===== src/rtl/i2s_rx_slave.sv =====
`default_nettype none
// ============================================================================
// Module      : i2s_rx_slave
// Description : Philips I2S receiver (slave). Synchronises external SCLK,
//               LRCLK and SDATA into the MCLK domain, deserialises the left
//               and right slots and presents complete stereo frames on a
//               valid/ready handshake.
// Revision    : 1.0 - initial release
// ============================================================================
module i2s_rx_slave #(
    parameter int DATA_WIDTH  = 24,
    parameter int SYNC_STAGES = 2
) (
    input  logic                  MCLK,
    input  logic                  reset,
    input  logic                  SCLK,
    input  logic                  LRCLK,
    input  logic                  SDATA,
    output logic [DATA_WIDTH-1:0] left_data,
    output logic [DATA_WIDTH-1:0] right_data,
    output logic                  frame_valid,
    input  logic                  frame_ready,
    output logic                  overrun,
    output logic                  short_slot
);

    localparam int CNT_W = $clog2(DATA_WIDTH + 1);

    localparam logic [CNT_W-1:0] c_cnt_full = CNT_W'(DATA_WIDTH);
    localparam logic [CNT_W-1:0] c_cnt_last = CNT_W'(DATA_WIDTH - 1);
    localparam logic [CNT_W-1:0] c_cnt_one  = CNT_W'(1);

    localparam logic [1:0] c_hunt  = 2'd0;
    localparam logic [1:0] c_left  = 2'd1;
    localparam logic [1:0] c_right = 2'd2;

    logic [SYNC_STAGES-1:0] r_sclk_sync;
    logic [SYNC_STAGES-1:0] r_ws_sync;
    logic [SYNC_STAGES-1:0] r_sd_sync;
    logic                   r_sclk_prev;
    logic                   r_ws_prev;

    logic [1:0]             r_state;
    logic [CNT_W-1:0]       r_bit_cnt;
    logic [DATA_WIDTH-1:0]  r_shift;
    logic [DATA_WIDTH-1:0]  r_left_hold;
    logic [DATA_WIDTH-1:0]  r_right_hold;
    logic                   r_slot_done;
    logic                   r_left_ok;
    logic                   r_frame_pend;

    logic                   w_sclk;
    logic                   w_ws;
    logic                   w_sd;
    logic                   w_sclk_rise;
    logic                   w_ws_change;
    logic                   w_capture;
    logic [DATA_WIDTH-1:0]  w_shift_next;

    assign w_sclk       = r_sclk_sync[SYNC_STAGES-1];
    assign w_ws         = r_ws_sync[SYNC_STAGES-1];
    assign w_sd         = r_sd_sync[SYNC_STAGES-1];
    assign w_sclk_rise  = w_sclk & ~r_sclk_prev;
    // The bit on a word-select change rise is the previous slot's LSB.
    assign w_ws_change  = w_sclk_rise & (w_ws != r_ws_prev);
    // Bits past DATA_WIDTH in a slot are ignored (counter saturates).
    assign w_capture    = w_sclk_rise & ~w_ws_change & (r_state != c_hunt)
                          & (r_bit_cnt != c_cnt_full);
    assign w_shift_next = {r_shift[DATA_WIDTH-2:0], w_sd};

    // Multi-flop synchronisers for the three asynchronous serial inputs.
    always_ff @(posedge MCLK or negedge reset) begin
        if (!reset) begin
            r_sclk_sync <= '0;
            r_ws_sync   <= '0;
            r_sd_sync   <= '0;
        end else begin
            r_sclk_sync <= {r_sclk_sync[SYNC_STAGES-2:0], SCLK};
            r_ws_sync   <= {r_ws_sync[SYNC_STAGES-2:0], LRCLK};
            r_sd_sync   <= {r_sd_sync[SYNC_STAGES-2:0], SDATA};
        end
    end

    // SCLK edge history and word-select value seen on the last SCLK rise.
    always_ff @(posedge MCLK or negedge reset) begin
        if (!reset) begin
            r_sclk_prev <= 1'b0;
            r_ws_prev   <= 1'b0;
        end else begin
            r_sclk_prev <= w_sclk;
            if (w_sclk_rise) begin
                r_ws_prev <= w_ws;
            end
        end
    end

    // Slot tracking FSM and deserialiser; latches each completed word.
    always_ff @(posedge MCLK or negedge reset) begin
        if (!reset) begin
            r_state      <= c_hunt;
            r_bit_cnt    <= '0;
            r_shift      <= '0;
            r_left_hold  <= '0;
            r_right_hold <= '0;
            r_slot_done  <= 1'b0;
            r_left_ok    <= 1'b0;
            r_frame_pend <= 1'b0;
            short_slot   <= 1'b0;
        end else begin
            short_slot   <= 1'b0;
            r_frame_pend <= 1'b0;
            if (w_ws_change) begin
                r_bit_cnt   <= '0;
                r_shift     <= '0;
                r_slot_done <= 1'b0;
                case (r_state)
                    c_hunt: begin
                        // Only a left start may begin a frame.
                        if (!w_ws) begin
                            r_state   <= c_left;
                            r_left_ok <= 1'b0;
                        end
                    end
                    c_left: begin
                        if (w_ws) begin
                            if (r_slot_done) begin
                                r_state <= c_right;
                            end else begin
                                short_slot <= 1'b1;
                                r_state    <= c_hunt;
                                r_left_ok  <= 1'b0;
                            end
                        end
                    end
                    c_right: begin
                        // A change to left is a valid left start even when
                        // the right word was short.
                        if (!w_ws) begin
                            if (!r_slot_done) begin
                                short_slot <= 1'b1;
                            end
                            r_state   <= c_left;
                            r_left_ok <= 1'b0;
                        end
                    end
                    default: begin
                        r_state   <= c_hunt;
                        r_left_ok <= 1'b0;
                    end
                endcase
            end else if (w_capture) begin
                r_shift   <= w_shift_next;
                r_bit_cnt <= r_bit_cnt + c_cnt_one;
                if (r_bit_cnt == c_cnt_last) begin
                    r_slot_done <= 1'b1;
                    if (r_state == c_left) begin
                        r_left_hold <= w_shift_next;
                        r_left_ok   <= 1'b1;
                    end else begin
                        r_right_hold <= w_shift_next;
                        r_frame_pend <= r_left_ok;
                    end
                end
            end
        end
    end

    // Output register with valid/ready handshake and sticky overrun.
    always_ff @(posedge MCLK or negedge reset) begin
        if (!reset) begin
            left_data   <= '0;
            right_data  <= '0;
            frame_valid <= 1'b0;
            overrun     <= 1'b0;
        end else if (r_frame_pend) begin
            if (!frame_valid || frame_ready) begin
                left_data   <= r_left_hold;
                right_data  <= r_right_hold;
                frame_valid <= 1'b1;
            end else begin
                overrun <= 1'b1;
            end
        end else if (frame_valid && frame_ready) begin
            frame_valid <= 1'b0;
        end
    end

endmodule
`default_nettype wire

===== config.mk =====
export PLATFORM = sky130hd
export DESIGN_NAME = i2s_rx_slave
export DESIGN_NICKNAME = d
export VERILOG_FILES = /design/src/rtl/i2s_rx_slave.sv
export SDC_FILE = /design/constraint.sdc
export NUM_CORES = 1
export LEC_CHECK = 0
export BUFFER_PORTS_ARGS = -buffer_cell sky130_fd_sc_hd__buf_2
export CORE_ASPECT_RATIO = 1.4
export CORE_MARGIN = 2
export CORE_UTILIZATION = 45
export DETAILED_ROUTE_END_ITERATION = 8
export PLACE_DENSITY_LB_ADDON = 0.08
export SLEW_MARGIN = 40
export SYNTH_ARGS = -nofsm -noshare
export SYNTH_HDL_FRONTEND = slang
export SYNTH_SLANG_ARGS = --single-unit
export TNS_END_PERCENT = 100

===== constraint.sdc =====
create_clock -name MCLK -period 2.8 [get_ports MCLK]
set_clock_uncertainty 0.05 [all_clocks]
set_input_delay 0.56 -clock MCLK [delete_from_list [all_inputs] [get_ports MCLK]]
set_output_delay 0.56 -clock MCLK [all_outputs]
set_load 0.1 [all_outputs]

After elaboration in Yosys (flattened, before gate mapping). Cells that the tools add are included.

Register bits after elaboration: 140. Input port bits: 6. Output and inout port bits: 51. Word-level logic and storage cells: 88.

Add/subtract/negate cells: 1. Equal/unequal tests: 11. Multiplexer cells: 31. Bitwise operators: 9. Reduce and logical (&&, ||, !) cells: 18.

Operators by type and width (count): 23-bit two-way mux (2); 1-bit two-way mux (21); 5-bit two-way mux (2); 2-bit nonzero test (5); 3-bit inequality test, second input constant (3); 2-bit AND reduction (4); 4-bit AND reduction (2); 2-bit two-way mux (3); 6-bit AND reduction (1); 5-bit by 1-bit adder with 5-bit output, second input constant (1); 1-bit AND (5); 5-bit == test, second input constant (1); 5-bit inequality test, second input constant (1); 2-bit inequality test, second input constant (2); 1-bit inverter (4); 1-bit case mux with 2 select lines (2); 2-bit case mux with 2 select lines (1); 3-bit AND reduction (1); 2-bit by 1-bit == test with 1-bit output, second input constant (1); 2-bit == test, second input constant (1); 2-bit logical NOT (1); 2-bit by 1-bit inequality test with 1-bit output, second input constant (1); 2-bit OR reduction (1); 1-bit logical AND (1); 3 further kinds (3).

Longest topological paths before layout. Gate-level depths: netlist of the first run.

Depth after elaboration: 9. Mapped depth: 7. Depth with buffers taken out: 5.

Worst setup path before layout of the first run. Ideal clock, no wire load.

Path type: register -> register. Start point: register frame_valid. End point: register left_data[10]. Library setup time: 0.126 ns. Data arrival time: 1.982 ns. Data required time: 2.624 ns. Setup slack: 0.643 ns. Cell stages (with the launch flop): 6. Buffers on the path: 2. Period minus slack after synthesis: 2.157 ns. Path through: dfrtp_1 nand2b_1 nand2_1 buf_2 buf_2 mux2_2.

Cells in the longest elaborated chain, start to end: 3.

Ends and longest elaborated chain: from (decl) (line 21) `output logic frame_valid,`; from (signal assigned) (line 173) `frame_valid <= 1'b0;`; from (signal assigned) (line 179) `frame_valid <= 1'b1;`; from (signal assigned) (line 184) `frame_valid <= 1'b0;`; 1-bit logical NOT (line 176) `if (!frame_valid || frame_ready) begin`; 1-bit logical OR (line 176); 2-bit AND reduction (no line); to (signal assigned) (line 177) `left_data <= r_left_hold;`; to (decl) (line 19) `output logic [DATA_WIDTH-1:0] left_data,`.

No other way between the ends. A chain may end at the register's enable or synchronous reset.

Final worst setup path of the first run.
Start point: register r_state[0]. End point: register r_left_hold[12].

Cells in the longest elaborated chain, start to end: 4. Elaborated cells between the ends (all ways): 5. Those cells by class: eq/ne: 1; bitwise: 2; reduce/logical: 2.

Ends and longest elaborated chain: from (decl) (line 43) `logic [1:0] r_state;`; from (signal assigned) (line 100) `r_state <= c_hunt;`; from (signal assigned) (line 120) `r_state <= c_left;`; from (signal assigned) (line 127) `r_state <= c_right;`; 2-bit nonzero test (line 67) `assign w_capture = w_sclk_rise & ~w_ws_change & (r_state != c_hunt)`; 1-bit AND (line 67); 1-bit AND (line 68) `& (r_bit_cnt != c_cnt_full);`; 4-bit AND reduction (no line) *; to (signal assigned) (line 157) `r_left_hold <= w_shift_next;`; to (decl) (line 46) `logic [DATA_WIDTH-1:0] r_left_hold;`.

Every way passes the cells marked *; elsewhere a longest branch is shown, timed or not.

==> impl_results.md, run 1 <==
* Number of cell instances on the worst register-to-register path at 6
* Number of flops mapped to enable cells by yosys at 0
* Setup CP Type: flop to flop
* # IOs at 57
* Floorplan row count at 48
* Clock Sinks at 140
* Internal power of the cells at 3.66 mW
* Gate family responsible for the most delay along the worst path: simple AND/OR/NAND/NOR gates
* Number of endpoints failing setup at the final stage at 0
* Non-filler instance count after layout at 568
* Primary flip-flop cell chosen by synthesis mapping: dfrtp_1
* Finished Cell Area at 0.00668 mm2
* Average detailed-routed wire length per instance at 16.9 um
* Level count of the clock H-tree at 4
* Share of the synthesized netlist area taken by xor and xnor gates at 0.493%
* Nature of the critical path startpoint: flop
* GR Overflow Total at 0
* Mux cell area share after synthesis at 23.1%
* Placement-stage worst setup slack at 0.405 ns
* Insertion delay to the later sink of the worst-skew pair at 0.41 ns
* Switching power as a share of total power at 21.8%
* Post-Synth Adder-Cell Area at 1.35%
* Worst hold-check path type: input pin to asynchronous set/reset pin
* Via-per-instance ratio at 5.18
* TritonCTS clock tree: built
* Number of synthesized register bits at 140
* Delay contributed by the slowest stage of the critical path at 0.46 ns
* PD cells at 700 mW/mm2
* Die Span X at 98.1 um
* Synthesized cell area at 0.00558 mm2
* Critical path arrival at 2.62 ns
* Clock Path Buffers at 2
* Switching power total at 1.02 mW
* Cell-by-cell trace of the critical path: inv_1, ha_1, nor3b_4, nand4_4, buf_12, mux2_4
* Placed cell count at 536
* Antenna violations before repair at 0
* Share of final-layout standard cells stronger than drive strength 1 at 48.1%
* Crit end category: flop
* # Max-Cap Violations at 0
* Via count of the first global-routing pass at 3105
* Routed Antenna Nets at 0
* Hold buffer count at cts at 0
* Clock transition time at the flip-flop clock pins of the worst setup and hold paths at 0.06 ns
* Setup bufs post-CTS at 0
* CTS-repair resized insts at 0
* Maximum number of pins on one net before global-route repair at 54
* Buffers on Ports at 56
* Total count of max-transition violations in the final report at 0
* Reg power frac at 44.9%
* Worst reg2reg path endpoint: r_left_hold[12]$_DFFE_PN0P_
* Largest family of logic cells by synthesized area: multiplexers
* Ratio of final minimum period to clock period at 85.2%
* Die area at 0.0133 mm2
* Relative slew margins at 56.6%
* Reg-to-reg slack, setup at 0.41 ns
* Avg Synthesized Cell Area at 16.5 um2
* Initial DRC count at 114
* # diodes at 0
* Part of the total power dissipated in the clock network at 49.9%
* Detailed-router iteration count before antenna repair at 4
* Final count of hold timing violations at 0
* Largest voltage drop on the vdd net at 422 uV
* Sequential fraction of the synthesis area at 62.8%
* Gate count of the mapped netlist at 338
* Via count at 2944
* Placed instance area at 0.00606 mm2
* Result of the run: finished, final reports clean
* Total CTS buffers at 17
* Post-synthesis compound-gate area fraction at 5.38%
* R2R Path Start: r_state[0]$_DFFE_PN0P_
* Transition time at the pin with the least slew margin at 0.649 ns
* Min cycle time layout at 2.39 ns
* CTS root buffer: clkbuf_16
* Leakage power at 3.61 nW
* Post-route worst hold slack at 0.0443 ns
* Share of flip-flops with an asynchronous set or reset at 100%
* Number of design rule violations left after detail routing at 0
* Core region area at 0.0122 mm2
* Number of distinct library cells after synthesis at 38
* Unrepaired setup endpoints after global routing: no
* Layout Area Growth over Synthesis at 19.8%
* Number of buffer and inverter stages on the critical path at 2
* Wire length of the first global-routing pass at 16100 um
* Total stage count of the critical path at 6
* Yosys warns at 0
* Synthesized-area fraction occupied by and/or/nand/nor cells at 4.28%
* Post-synthesis net count at 350
* Required @ worst endpoint at 3.04 ns
* Relative contribution of combinational cells to total power at 5.2%
* FMAX at 0.419 GHz
* Final weighted congestion of routability-driven global placement at 0.755
* Total Negative Setup Slacks at 0 ns
* Final Net Count at 417
* Hpwl dp at 6270 um
* Largest fanout on the critical path at 15
* Fin worst setup slack at 0.414 ns
* Die height at 136 um
* Effective utilization at floorplan at 45.8%
* Total global-route track usage at 15.7%
* DRT Wirelength at 9600 um
* Master of the slowest instance on the critical path: nor3b_4
==> power by group through the flow <==
| stage | registers [mW] | logic [mW] | clock network (mW) |
|---|---|---|---|
| after floorplan | 2.13 | 0.160 | 0 |
| after global placement | 2.13 | 0.236 | 0 |
| after detailed placement | 2.14 | 0.247 | 0 |
| after CTS | 2.10 | 0.248 | 2.39 |
| after global routing | 2.11 | 0.271 | 2.47 |
| final | 2.10 | 0.243 | 2.33 |
==> cell usage in the layout (no fill, tap or decap), types with 4 or more instances in the layout <==
cell,count
buf_12,4
mux2_4,39
clkbuf_16,17
nand2b_1,4
buf_4,5
mux2i_1,4
buf_2,55
mux2_2,59
inv_1,6
clkinv_2,5
dfrtp_1,140
ha_1,6
a22o_1,25
o21ai_0,5
bufinv_16,4
==> layout make-up <==
cell class                 instances  area, um2
clock buffer                      20        447
clock inverter                    12        170
fill                             991       5510
inverter                           6       22.5
multi-input combinational        175       1950
sequential                       140       3500
tap                              150        188
timing repair buffer              65        404
==> metal layers <==
metal	GRT usage, %	vias up	share of wire, %
met1	20.1	1510	44
li1	-	1361	-
met4	6.79	0	2.0
met5	0	-	0
met3	4.49	15	3.5
met2	25.1	58	51
==> Yosys cell counts, types with 3 or more instances <==
library cell / number / area [um2]
a22o_1: 25 / 219
buf_2: 6 / 30.0
buf_4: 3 / 22.5
buf_6: 5 / 56.3
clkbuf_1: 3 / 11.3
dfrtp_1: 140 / 3500
ha_1: 6 / 75.1
inv_1: 6 / 22.5
mux2_2: 59 / 664
mux2_4: 39 / 586
mux2i_1: 4 / 40.0
nand2b_1: 4 / 25.0
o21ai_0: 5 / 25.0
==> worst max path at each step <==
stage | startpoint | to | slack, ns
2_1_floorplan | frame_valid$_DFFE_PN0P_ | left_data[10]$_DFFE_PN0P_ | 0.64
3_3_place_gp | r_state[0]$_DFFE_PN0P_ | r_left_hold[10]$_DFFE_PN0P_ | 0.53
3_5_place_dp | r_state[0]$_DFFE_PN0P_ | r_left_hold[22]$_DFFE_PN0P_ | 0.40
4_1_cts | r_state[0]$_DFFE_PN0P_ | r_left_hold[4]$_DFFE_PN0P_ | 0.40
5_1_grt | r_state[0]$_DFFE_PN0P_ | r_left_hold[12]$_DFFE_PN0P_ | 0.25
6_report | r_state[0]$_DFFE_PN0P_ | r_left_hold[12]$_DFFE_PN0P_ | 0.41
==> cells by family (layout without fill, tap and decap cells) <==
logic type	count (synthesis)	count (layout)
AO/OA/AOI/OAI	36	36
XOR/XNOR	1	1
buffers and inverters	23	103
AND/OR/NAND/NOR	30	30
flip-flops	140	140
multiplexers	102	102
adder cells (fa/ha/maj)	6	6
==> flip-flops by register name (all words and copies together), names as in the netlist, 2 cells and up <==
name,cells
r_right_hold,24
r_bit_cnt,5
right_data,24
r_sclk_sync,2
left_data,24
r_left_hold,24
r_state,2
r_ws_sync,2
r_shift,23
r_sd_sync,2
==> through the flow <==
stage	power, mW	utilization [%]
global placement	2.37	49.6
detailed placement	2.38	49.7
floorplan	2.29	-
global route	4.85	54.8
finish	4.67	54.8
CTS	4.74	54.8
Note: power is estimated with default switching activity, not from simulation.
==> inputs of run 2 (changes only) <==
Settings changed: GPL_TIMING_DRIVEN set to 0, REMOVE_ABC_BUFFERS set to 1.
Clock period 2.8 ns to 2.1 ns, I/O delays scaled along.
==> impl_results.md, run 2 (synthesis gave the netlist of run 1 again) <==
* Setup CP Type: flop to flop
* Number of cells traversed by the worst hold path at 1
* Leakage power at 3.65 nW (+1.0%)
* Level count of the clock H-tree at 4 (unchanged)
* Effective utilization at floorplan at 45.8% (unchanged)
* Hpwl dp at 5470 um (-13%)
* Total Negative Setup Slacks at 0 ns (unchanged)
* Crit end category: flop
* Total CTS buffers at 17 (unchanged)
* Floorplan row count at 48 (unchanged)
* Wire length of the first global-routing pass at 16500 um (+2.0%)
* Largest fanout on the critical path at 13 (-2)
* # diodes at 0 (unchanged)
* Number of design rule violations left after detail routing at 0 (unchanged)
* Via-per-instance ratio at 5.17 (-0.24%)
* Transition time at the pin with the least slew margin at 0.729 ns (+0.0802 ns)
* Share of final-layout standard cells stronger than drive strength 1 at 50.1% (+2.0 points)
* Nature of the critical path startpoint: flop
* Largest voltage drop on the vdd net at 601 uV (+42%)
* # Max-Cap Violations at 0 (unchanged)
* Clock Path Buffers at 2 (unchanged)
* Most common library cell in the layout ignoring fill and taps: dfrtp_1
* Relative slew margins at 51.2% (-5.4 points)
* DRT Wirelength at 9750 um (+1.6%)
* Die height at 136 um (unchanged)
* Die area at 0.0133 mm2 (unchanged)
* Layout Area Growth over Synthesis at 22.1%
* FMAX at 0.499 GHz (+19%)
* Number of endpoints failing setup at the final stage at 0 (unchanged)
* Buffers on Ports at 56 (unchanged)
* Unrepaired setup endpoints after global routing: no
* Antenna violations before repair at 0 (unchanged)
* Critical path arrival at 2.24 ns (-0.38 ns)
* Initial DRC count at 135 (+18%)
* Insertion delay to the later sink of the worst-skew pair at 0.41 ns (about the same)
* Routed Antenna Nets at 0 (unchanged)
* Worst hold-check path type: input pin to flop
* Total count of max-transition violations in the final report at 0 (unchanged)
* Clock transition time at the flip-flop clock pins of the worst setup and hold paths at 0.06 ns (about the same)
* Non-filler instance count after layout at 575 (+1.2%)
* Reg-to-reg slack, setup at 0.1 ns (-0.32 ns)
* Ratio of final minimum period to clock period at 95.4% (+10 points)
* Result of the run: finished, final reports clean
* Total stage count of the critical path at 5 (-1)
* Master of the slowest instance on the critical path: dfrtp_1
* Final Net Count at 424 (+1.7%)
* Gate family responsible for the most delay along the worst path: flip-flops
* Maximum number of pins on one net before global-route repair at 78 (+44%)
* Core region area at 0.0122 mm2 (unchanged)
* Number of cell instances on the worst register-to-register path at 5 (-1)
* Post-route worst hold slack at 0.0694 ns (+0.0251 ns)
* Cell-by-cell trace of the critical path: xnor2_4, buf_4, nand4_4, buf_12, mux2_4
* GR Overflow Total at 0 (unchanged)
* Most frequent cells in the layout: dfrtp_1 (139), mux2_2 (59), buf_2 (55)
* # IOs at 57 (unchanged)
* Delay contributed by the slowest stage of the critical path at 0.52 ns (+0.06 ns)
* Die Span X at 98.1 um (unchanged)
* Placed cell count at 529 (-1.3%)
* Via count of the first global-routing pass at 3083 (-0.71%)
* Number of buffer and inverter stages on the critical path at 2 (unchanged)
* Detailed-router iteration count before antenna repair at 4 (unchanged)
* Average detailed-routed wire length per instance at 17.0 um (+0.33%)
* Number of fill cells at 985 (-0.61%)
* PD cells at 905 mW/mm2 (+29%)
* TritonCTS clock tree: built
* Final count of hold timing violations at 0 (unchanged)
* Via count at 2973 (+0.99%)
* Final weighted congestion of routability-driven global placement at 0.796 (+5.4%)
* Min cycle time layout at 2.00 ns (-0.382 ns)
* Clock Sinks at 140 (unchanged)
* CTS root buffer: clkbuf_16
* Total global-route track usage at 16.1% (+0.36 points)
* Required @ worst endpoint at 2.34 ns (-0.70 ns)
[run 2: changes by cell type in the layout (fill, tap and decap cells not counted), moves of 2 or more]
| cell | change |
|---|---|
| buf_12 | +2 |
| clkinvlp_4 | +2 |
| nand4_4 | +2 |
| clkbuf_1 | -2 |
[run 2: cell type report]
type / count / area, um2 / share of cell area [%]
Clock buffer: 17 / 425 / 6.25
Tap cell: 150 / 188 / 2.76
Clock inverter: 15 / 173 / 2.54
Sequential cell: 140 / 3500 / 51.5
Timing Repair Buffer: 70 / 493 / 7.24
Multi-Input combinational cell: 177 / 2000 / 29.4
Inverter: 6 / 22.5 / 0.331
[run 2: path summary, 6_finish.rpt]
check                                            start                           to
worst max-delay path            r_ws_sync[1]$_DFF_PN0_  r_left_hold[13]$_DFFE_PN0P_
worst min-delay path                             LRCLK       r_ws_sync[0]$_DFF_PN0_
worst max register to register  r_ws_sync[1]$_DFF_PN0_  r_left_hold[13]$_DFFE_PN0P_
worst min register to register  r_sd_sync[0]$_DFF_PN0_       r_sd_sync[1]$_DFF_PN0_
max in group asynchronous                        reset       r_sd_sync[1]$_DFF_PN0_
min in group asynchronous                        reset    left_data[23]$_DFFE_PN0P_
[run 2: power by group]
part,internal [mW],switching (mW),leakage [nW]
clock,1.86,1.13,0.289
sequential,2.74,0.0602,1.93
combinational,0.138,0.224,1.43
[run 2: worst register-to-register path: cells and delay by family, from the launching register on]
family | cells | cell delay, ns
flip-flops | 1 | 0.52
XOR/XNOR | 1 | 0.45
buffers and inverters | 2 | 0.44
multiplexers | 1 | 0.31
AND/OR/NAND/NOR | 1 | 0.12
[run 2: per-stage QoR]
step	total power, mW	worst slack (ns)	utilization [%]	cell area, um2
CTS	6.24	0.000466	55.8	6800
global route	6.42	0.0241	55.8	6810
finish	6.16	0.0961	55.8	6810
detailed placement	3.17	-0.562	49.2	6000
global placement	3.14	-1.39	48.6	5930
floorplan	3.03	-0.649	-	5460
[run 2: repair_timing]
item,4_1_cts,5_1_grt
pin swaps,6,1
gates cloned,2,0
hold buffers,1,0
setup buffers,11,0
gates resized for setup,2,4
setup endpoints to repair,74,47
hold endpoints to repair,63,0
[run 2: layer usage]
| metal | wire length (um) | global-route usage [%] |
|---|---|---|
| met1 | 4540 | 21.7 |
| met2 | 4830 | 24.7 |
| met3 | 268 | 4.44 |
| met4 | 106 | 6.48 |
| met5 | 0 | 0 |
